### src/rtl/jk_pkg.sv
// Shared types and constants for the JK excitation driver.
package jk_pkg;

    typedef enum logic [2:0] {
        INIT,
        IDLE,
        SETUP,
        FALL,
        CHECK
    } state_t;

    // Excitation pairs packed as {J, K}
    localparam logic [1:0] JK_HOLD = 2'b00;
    localparam logic [1:0] JK_SET  = 2'b10;
    localparam logic [1:0] JK_RST  = 2'b01;
    localparam logic [1:0] JK_TGL  = 2'b11;

    localparam int DEFAULT_WIDTH = 4;

endpackage

### src/rtl/jk_excite_bit.sv
// Single-bit JK excitation: derives (J, K) from current Q and desired next Q.
// JK_TOGGLE_PREF_EN selects toggle excitation for changing bits.
module jk_excite_bit
    import jk_pkg::*;
(
    input  logic q,
    input  logic tgt,
    output logic j,
    output logic k
);

    logic [1:0] jk;

    // Don't-care entries of the table are resolved to 0; unknown Q falls to hold.
    always_comb begin
        jk = JK_HOLD;
        case ({q, tgt})
`ifdef JK_TOGGLE_PREF_EN
            2'b01:   jk = JK_TGL;
            2'b10:   jk = JK_TGL;
`else
            2'b01:   jk = JK_SET;
            2'b10:   jk = JK_RST;
`endif
            default: jk = JK_HOLD;
        endcase
    end

    assign j = jk[1];
    assign k = jk[0];

endmodule

### src/rtl/jk_excitation_driver.sv
// Stimulus and checker front-end for a bank of master-slave JK flops.
// Accepts a target vector, drives J/K from the excitation table, pulses the
// bank clock, waits for settling and then compares the returned Q.
// Optional build macro: JK_TOGGLE_PREF_EN (toggle excitation for changing bits).
//
// state | meaning
// INIT  | bank held in reset for one cycle after reset release
// IDLE  | ready for a target, bank clock low
// SETUP | bank clock high, master loads from J/K
// FALL  | bank clock low, slave settling for SETTLE_CYCLES cycles
// CHECK | compare Q to target, emit done pulse, clear J/K
module jk_excitation_driver
    import jk_pkg::*;
#(
    parameter int WIDTH         = DEFAULT_WIDTH,
    parameter int SETTLE_CYCLES = 2,
    parameter int ERR_W         = 8
) (
    input  logic             clk,
    input  logic             reset,
    input  logic             in_valid,
    output logic             in_ready,
    input  logic [WIDTH-1:0] in_target,
    output logic [WIDTH-1:0] jk_j,
    output logic [WIDTH-1:0] jk_k,
    output logic             jk_clk,
    output logic             jk_reset_n,
    input  logic [WIDTH-1:0] jk_q,
    output logic             done_valid,
    output logic             done_ok,
    output logic [ERR_W-1:0] err_count
);

    localparam int CNT_W = (SETTLE_CYCLES > 1) ? $clog2(SETTLE_CYCLES) : 1;
    localparam logic [CNT_W-1:0] CNT_LOAD = CNT_W'(SETTLE_CYCLES - 1);

    state_t           state;
    state_t           state_nxt;
    logic [WIDTH-1:0] tgt;
    logic [WIDTH-1:0] j_reg;
    logic [WIDTH-1:0] k_reg;
    logic [WIDTH-1:0] j_exc;
    logic [WIDTH-1:0] k_exc;
    logic [CNT_W-1:0] settle_cnt;
    logic             accept;
    logic             match;

    assign accept = (state == IDLE) && in_valid;

    for (genvar i = 0; i < WIDTH; i++) begin : g_bit
        jk_excite_bit u_bit (
            .q   (jk_q[i]),
            .tgt (in_target[i]),
            .j   (j_exc[i]),
            .k   (k_exc[i])
        );
    end

    // Unknown Q resolves to a mismatch because the if only fires on a true compare.
    always_comb begin
        match = 1'b0;
        if (jk_q == tgt) begin
            match = 1'b1;
        end
    end

    // State register; reset parks in INIT so the bank reset is held through release.
    always_ff @(posedge clk) begin
        if (reset) begin
            state <= INIT;
        end else begin
            state <= state_nxt;
        end
    end

    // Next-state logic.
    always_comb begin
        state_nxt = state;
        case (state)
            INIT:    state_nxt = IDLE;
            IDLE:    if (accept) state_nxt = SETUP;
            SETUP:   state_nxt = FALL;
            FALL:    if (settle_cnt == '0) state_nxt = CHECK;
            CHECK:   state_nxt = IDLE;
            default: state_nxt = INIT;
        endcase
    end

    // Captured target, excitation, settle timer and saturating mismatch counter.
    always_ff @(posedge clk) begin
        if (reset) begin
            tgt        <= '0;
            j_reg      <= '0;
            k_reg      <= '0;
            settle_cnt <= '0;
            err_count  <= '0;
        end else begin
            if (accept) begin
                tgt   <= in_target;
                j_reg <= j_exc;
                k_reg <= k_exc;
            end
            if (state == SETUP) begin
                settle_cnt <= CNT_LOAD;
            end else if ((state == FALL) && (settle_cnt != '0)) begin
                settle_cnt <= settle_cnt - CNT_W'(1);
            end
            if (state == CHECK) begin
                j_reg <= '0;
                k_reg <= '0;
                if (!match && (err_count != '1)) begin
                    err_count <= err_count + ERR_W'(1);
                end
            end
        end
    end

    // Moore outputs; J/K reach the bank only while the pulse and settle are in progress.
    always_comb begin
        in_ready   = 1'b0;
        jk_clk     = 1'b0;
        jk_reset_n = 1'b1;
        jk_j       = '0;
        jk_k       = '0;
        done_valid = 1'b0;
        done_ok    = 1'b0;
        case (state)
            INIT:    jk_reset_n = 1'b0;
            IDLE:    in_ready = 1'b1;
            SETUP: begin
                jk_clk = 1'b1;
                jk_j   = j_reg;
                jk_k   = k_reg;
            end
            FALL: begin
                jk_j = j_reg;
                jk_k = k_reg;
            end
            CHECK: begin
                done_valid = 1'b1;
                done_ok    = match;
            end
            default: jk_reset_n = 1'b0;
        endcase
    end

endmodule

### config.mk
export PLATFORM = sky130hd
export DESIGN_NAME = jk_excitation_driver
export DESIGN_NICKNAME = d
export VERILOG_FILES = /design/src/rtl/jk_pkg.sv /design/src/rtl/jk_excite_bit.sv /design/src/rtl/jk_excitation_driver.sv
export SDC_FILE = /design/constraint.sdc
export NUM_CORES = 1
export LEC_CHECK = 0
export CORE_MARGIN = 4
export CORE_UTILIZATION = 50
export CTS_CLUSTER_SIZE = 20
export DETAILED_ROUTE_END_ITERATION = 8
export GPL_TIMING_DRIVEN = 0
export PLACE_DENSITY = 0.89
export SLEW_MARGIN = 20
export SYNTH_ARGS = -nofsm -noshare
export SYNTH_HDL_FRONTEND = slang
export SYNTH_SLANG_ARGS = --single-unit
### constraint.sdc
create_clock -name clk -period 2.3 [get_ports clk]
set_input_delay 0.46 -clock clk [delete_from_list [all_inputs] [get_ports clk]]
set_output_delay 0.46 -clock clk [all_outputs]
set_load 0.02 [all_outputs]
Yosys cells after proc, flatten, opt, wreduce, memory -nomap -nowiden
Index checks and enable logic that the tools add are counted. Widths: inputs -> output; s select.

Register bits: 24. Bits in latches: 0. Output and inout bits: 21. Logic and storage cells: 53. Memories kept: 0. Memory bits (writable): 0. Bits in read-only memories: 0. Input port bits: 11.

Divide/modulo/power cells: 0. Reductions and logical operators: 12. Eq/ne operators: 16. Shifts and indexed selects: 0. $mul: 0. Magnitude comparators: 0. Muxes and demuxes: 17. Add/sub/neg operators: 2. Bitwise gates (word level): 0.

Operators by type and width (number): $pmux 2 s2 (4); $pmux 3 s4 (1); $add 8x1->8 const B (1); $eq 2x1->1 const B (4); $eq 2x2->1 const B (4); $mux 1 (8); $mux 4 (2); $ne 8x8->1 const B (1); $eq 3x2->1 const B (2); $mux 3 (2); $reduce_or 2->1 (3); $eq 4x4->1 (1); $ne 2x2->1 const B (2); $reduce_and 2->1 (2); $reduce_or 4->1 (1); $eq 3x1->1 const B (1); $eq 3x3->1 const B (1); $logic_and 1x1->1 (3); $logic_not 3->1 (1); $reduce_bool 2->1 (1); $logic_not 1->1 (1); $sub 1x1->1 const B (1).

Depth between registers and ports, before layout
Depth in word-level cells: 5. Depth in mapped cells: 6.

Hierarchy
A second synthesis with hierarchy kept.

Cell total of the unflattened synthesis: 148. Area total of the unflattened synthesis: 1184.9 um^2.

Modules (own cells, without submodules): jk_excitation_driver (seq. area each 480.5 um^2, cells each 140, area each 1124.8 um^2, instances 1); jk_excite_bit (seq. area each 0.0 um^2, cells each 2, area each 15.0 um^2, instances 4).

Least setup slack after synthesis
OpenSTA, ideal clock, no wires.

Path kind: input -> output. Start point: input port jk_q[0]. End point: output port done_ok. Data required time: 1840 ps. Arrival: 1495 ps. Stages: 3. Buffers on the path: 0. Path slack: 345 ps. Cell sequence: xor2_1 > nor4_1 > and2_1.

Cells in the longest elaborated chain, start to end: 3.

RTL lines: from (decl) (RTL line jk_excitation_driver.sv:28) `input logic [WIDTH-1:0] jk_q,`; $eq 4x4->1 (RTL line jk_excitation_driver.sv:62) `if (jk_q == tgt) begin`; $mux 1 (RTL line jk_excitation_driver.sv:62); $mux 1 (RTL line jk_excitation_driver.sv:127) `case (state)`; to (decl) (RTL line jk_excitation_driver.sv:30) `output logic done_ok,`.

Every way passes these cells.

Worst setup path in the final report
Start point: register state[2]. End point: output port done_valid.

Cells in the longest elaborated chain, start to end: 2.

RTL lines: from (decl) (RTL line jk_excitation_driver.sv:37) `state_t state;`; from (signal assigned) (RTL line jk_excitation_driver.sv:72) `state <= state_nxt;`; $eq 3x3->1 (RTL line jk_excitation_driver.sv:127); $mux 1 (RTL line jk_excitation_driver.sv:127); to (decl) (RTL line jk_excitation_driver.sv:29) `output logic done_valid,`.

Every way passes these cells.

==> reports/results.txt <==
RePlAce Congestion - 0.769
# port buffers - 30
Sw Pwr - 0.000208 W
WL/cell - 13.9 microns
Vias in the first global route - 1,057
CTS Buf Count - 3
Final wirelength - 2860 microns
Primary FF master, synth - dfxtp_1
Pin count of the biggest net entering global routing - 15
Initial Utilization - 52.8%
Total of max-cap violations - 0
Internal power - 0.000656 W
PwrDens - 538 mW/mm^2
Layout Utilization - 71.9%
Area of the multi-input gates - 684 sq um
Die footprint - 0.00320 sq mm
Clock buffer depth - 2
Tcrit/Tclk final - 96.9%
Fin Clk Skew - 2.01 ps
Compound-gate portion of the synthesized area - 17.3%
CTS tree - done
First-pass GRT wire length - 4770 microns
Distinct cells, synth - 36
Ant. Diodes - 0
Mux cell area share after synthesis - 0.955%
Synth warn - 0
Setup-failing EPs final - 0
Post-Synth XOR/XNOR Area - 3.72%
Initial antenna violation count - 0
Synth Area in Adders - 1.06%
Leak Pwr - 0.640 nW
Largest register FFs - 8
Die Y - 56.6 microns
Post-route cell area - 0.00161 sq mm
Layout cell share with drive strength beyond 1 - 10.2%
Sw Ratio - 24.1%
Clk sinks - 24
Io pins - 32
Final ANT Viol Nets - 0
Final net count - 190
Syn Area/Cell - 8.30 sq um
Mapped Cells - 142
Mapped cell area - 0.00118 sq mm
Status - finished, final reports clean
Clock slew at reported path FFs - 140 ps
Setup_tns - 0 ps
Sequential Power Share - 50.3%
Via/cell ratio - 5.51
Hold Vio Cnt, Final - 0
Slew headroom - 51.9%
Worst-path fanout max - 9
Area Overhead vs Synth - 36.2%
Drt pass-1 iters - 4
Main combinational cell family by area after synthesis - simple AND/OR/NAND/NOR gates
Critical path arrival - 1770 ps
Reg with most FFs - err_count
Initial DRC count - 22
Number of synthesized flops with an enable pin - 0
Post-route DRC - 0
Die width - 56.6 microns
Remaining Overflow, GRT - 0
Power consumption - 0.000864 W
Final min period - 2230 ps
WP data required - 1840 ps
Via count - 1,130
Hold-fix buffers, CTS - 0
Hold Crit Class - reg -> reg
Seq cells post-synth - 24
Slew @ Worst Pin - 714 ps
Critical path type - reg -> out
Post-synth ARST share - 0%
Register area - 480 sq um
CTS HTree Levels - 1
Endpoint class of the critical path - primary output
Site row count - 17
RSZ-0062 raised after global routing - false
Clock Latency Late Sink - 320 ps
Combinational power share - 14.0%
Clk pwr share - 35.7%
Clock root buffer - clkbuf_4
Register area share after synthesis - 40.8%
Synth Net Count - 154
Achievable frequency - 449 MHz
Fin. max-slew vios - 0
Max VDD drop - 0.391 mV
HPWL after DPL - 2060 microns
Fill count - 179
Setup crit start kind - flop
Total core area - 0.00223 sq mm
Placed cell area - 0.00151 sq mm
Final hold slack - 460 ps
Total GRT Usage - 18.4%
Post-Synth Simple-Gate Area - 31.8%
## kinds of logic after synthesis
| group | count (synthesis) |
|---|---|
| compound gates | 34 |
| xor+xnor | 5 |
| fa+ha+maj | 1 |
| buf+inv | 11 |
| flops | 24 |
| mux | 1 |
| simple gates | 66 |
## cell type report
class                      instances  area share [%]
buffer                             8            2.49
clock buffer                       3            1.40
clock inverter                     1            1.87
inverter                           3           0.701
multi-input combinational        107            42.6
sequential                        24            29.9
tap                               28            2.18
timing repair buffer              31            18.8
## what timing repair did
action,CTS,global route
resized for setup,17,6
setup buffers,1,0
setup endpoints to repair,10,3
pin swaps,1,1
## power groups by stage
stage	clock, W	sequential, W	combinational, W
after global placement	0	0.000442	0.000110
after global routing	0.000328	0.000436	0.000132
after detailed placement	0	0.000443	0.000114
after CTS	0.000301	0.000434	0.000121
after floorplan	0	0.000442	0.0000677
final	0.000308	0.000435	0.000121
## synthesized netlist by cell type (all sizes together), types with 2 or more instances
library cell / instances / area [sq um]
xor2: 4 / 35.0
nor2b: 2 / 12.5
buf: 6 / 32.5
or4: 3 / 22.5
nand2: 19 / 71.3
nor4: 2 / 12.5
dfxtp: 24 / 480
o31ai: 3 / 22.5
nor2: 7 / 26.3
inv: 3 / 11.3
clkbuf: 2 / 7.51
o21ai: 4 / 20.0
a21oi: 21 / 105
o41ai: 2 / 25.0
and2: 10 / 62.6
nand3b: 10 / 75.1
nor3b: 2 / 26.3
nand3: 3 / 15.0
or3: 2 / 12.5
## layout by cell type, fill, tap and decap left out, drive strengths merged
cell type | synthesis | layout
or4 | 3 | 3
xnor2 | 1 | 1
dlymetal6s2s | 0 | 4
o31ai | 3 | 3
nand3 | 3 | 3
nor4 | 2 | 2
or2 | 1 | 1
mux2 | 1 | 1
nor3b | 2 | 2
nand3b | 10 | 10
nand4 | 1 | 1
nor2b | 2 | 2
nor3 | 1 | 1
o211ai | 1 | 1
nand2b | 1 | 1
buf | 6 | 8
or3b | 1 | 1
bufinv | 0 | 1
dfxtp | 24 | 24
and3 | 1 | 1
clkbuf | 2 | 5
nor2 | 7 | 7
o21a | 1 | 1
xor2 | 4 | 4
and2 | 10 | 10
a21oi | 21 | 21
clkdlybuf4s50 | 0 | 16
o41ai | 2 | 2
nand2 | 19 | 19
or3 | 2 | 2
o311ai | 1 | 1
dlygate4sd2 | 0 | 9
ha | 1 | 1
inv | 3 | 3
o21ai | 4 | 4
a211oi | 1 | 1
## metrics by stage
step / std cells / setup slack [ps]
after floorplan: 142 / 345
after global placement: 200 / -844
after detailed placement: 200 / -870
after CTS: 205 / 64.0
after global routing: 205 / 6.43
final: 205 / 71.5
## critical path, stage by stage (launching register included)
cell             delay [ps]
dfxtp_1                 330
buf_4                   160
nor3b_4                 300
clkdlybuf4s50_1         660
## worst paths after layout
check                 from      endpoint  slack [ps]  cells past startpoint
hold / removal    k_reg[3]      k_reg[3]         460                      2
setup / recovery  state[2]    done_valid          70                      3
hold reg to reg   k_reg[3]      k_reg[3]         460                      2
setup reg to reg    tgt[0]  err_count[6]         500                      4
## per-layer routing
layer	global-route usage, %	part of all wire [%]
met5	0	0
met4	6.44	1.4
met3	4.14	5.3
met2	30.7	49
met1	23.1	44
Note: power is estimated with default switching activity, not from simulation.
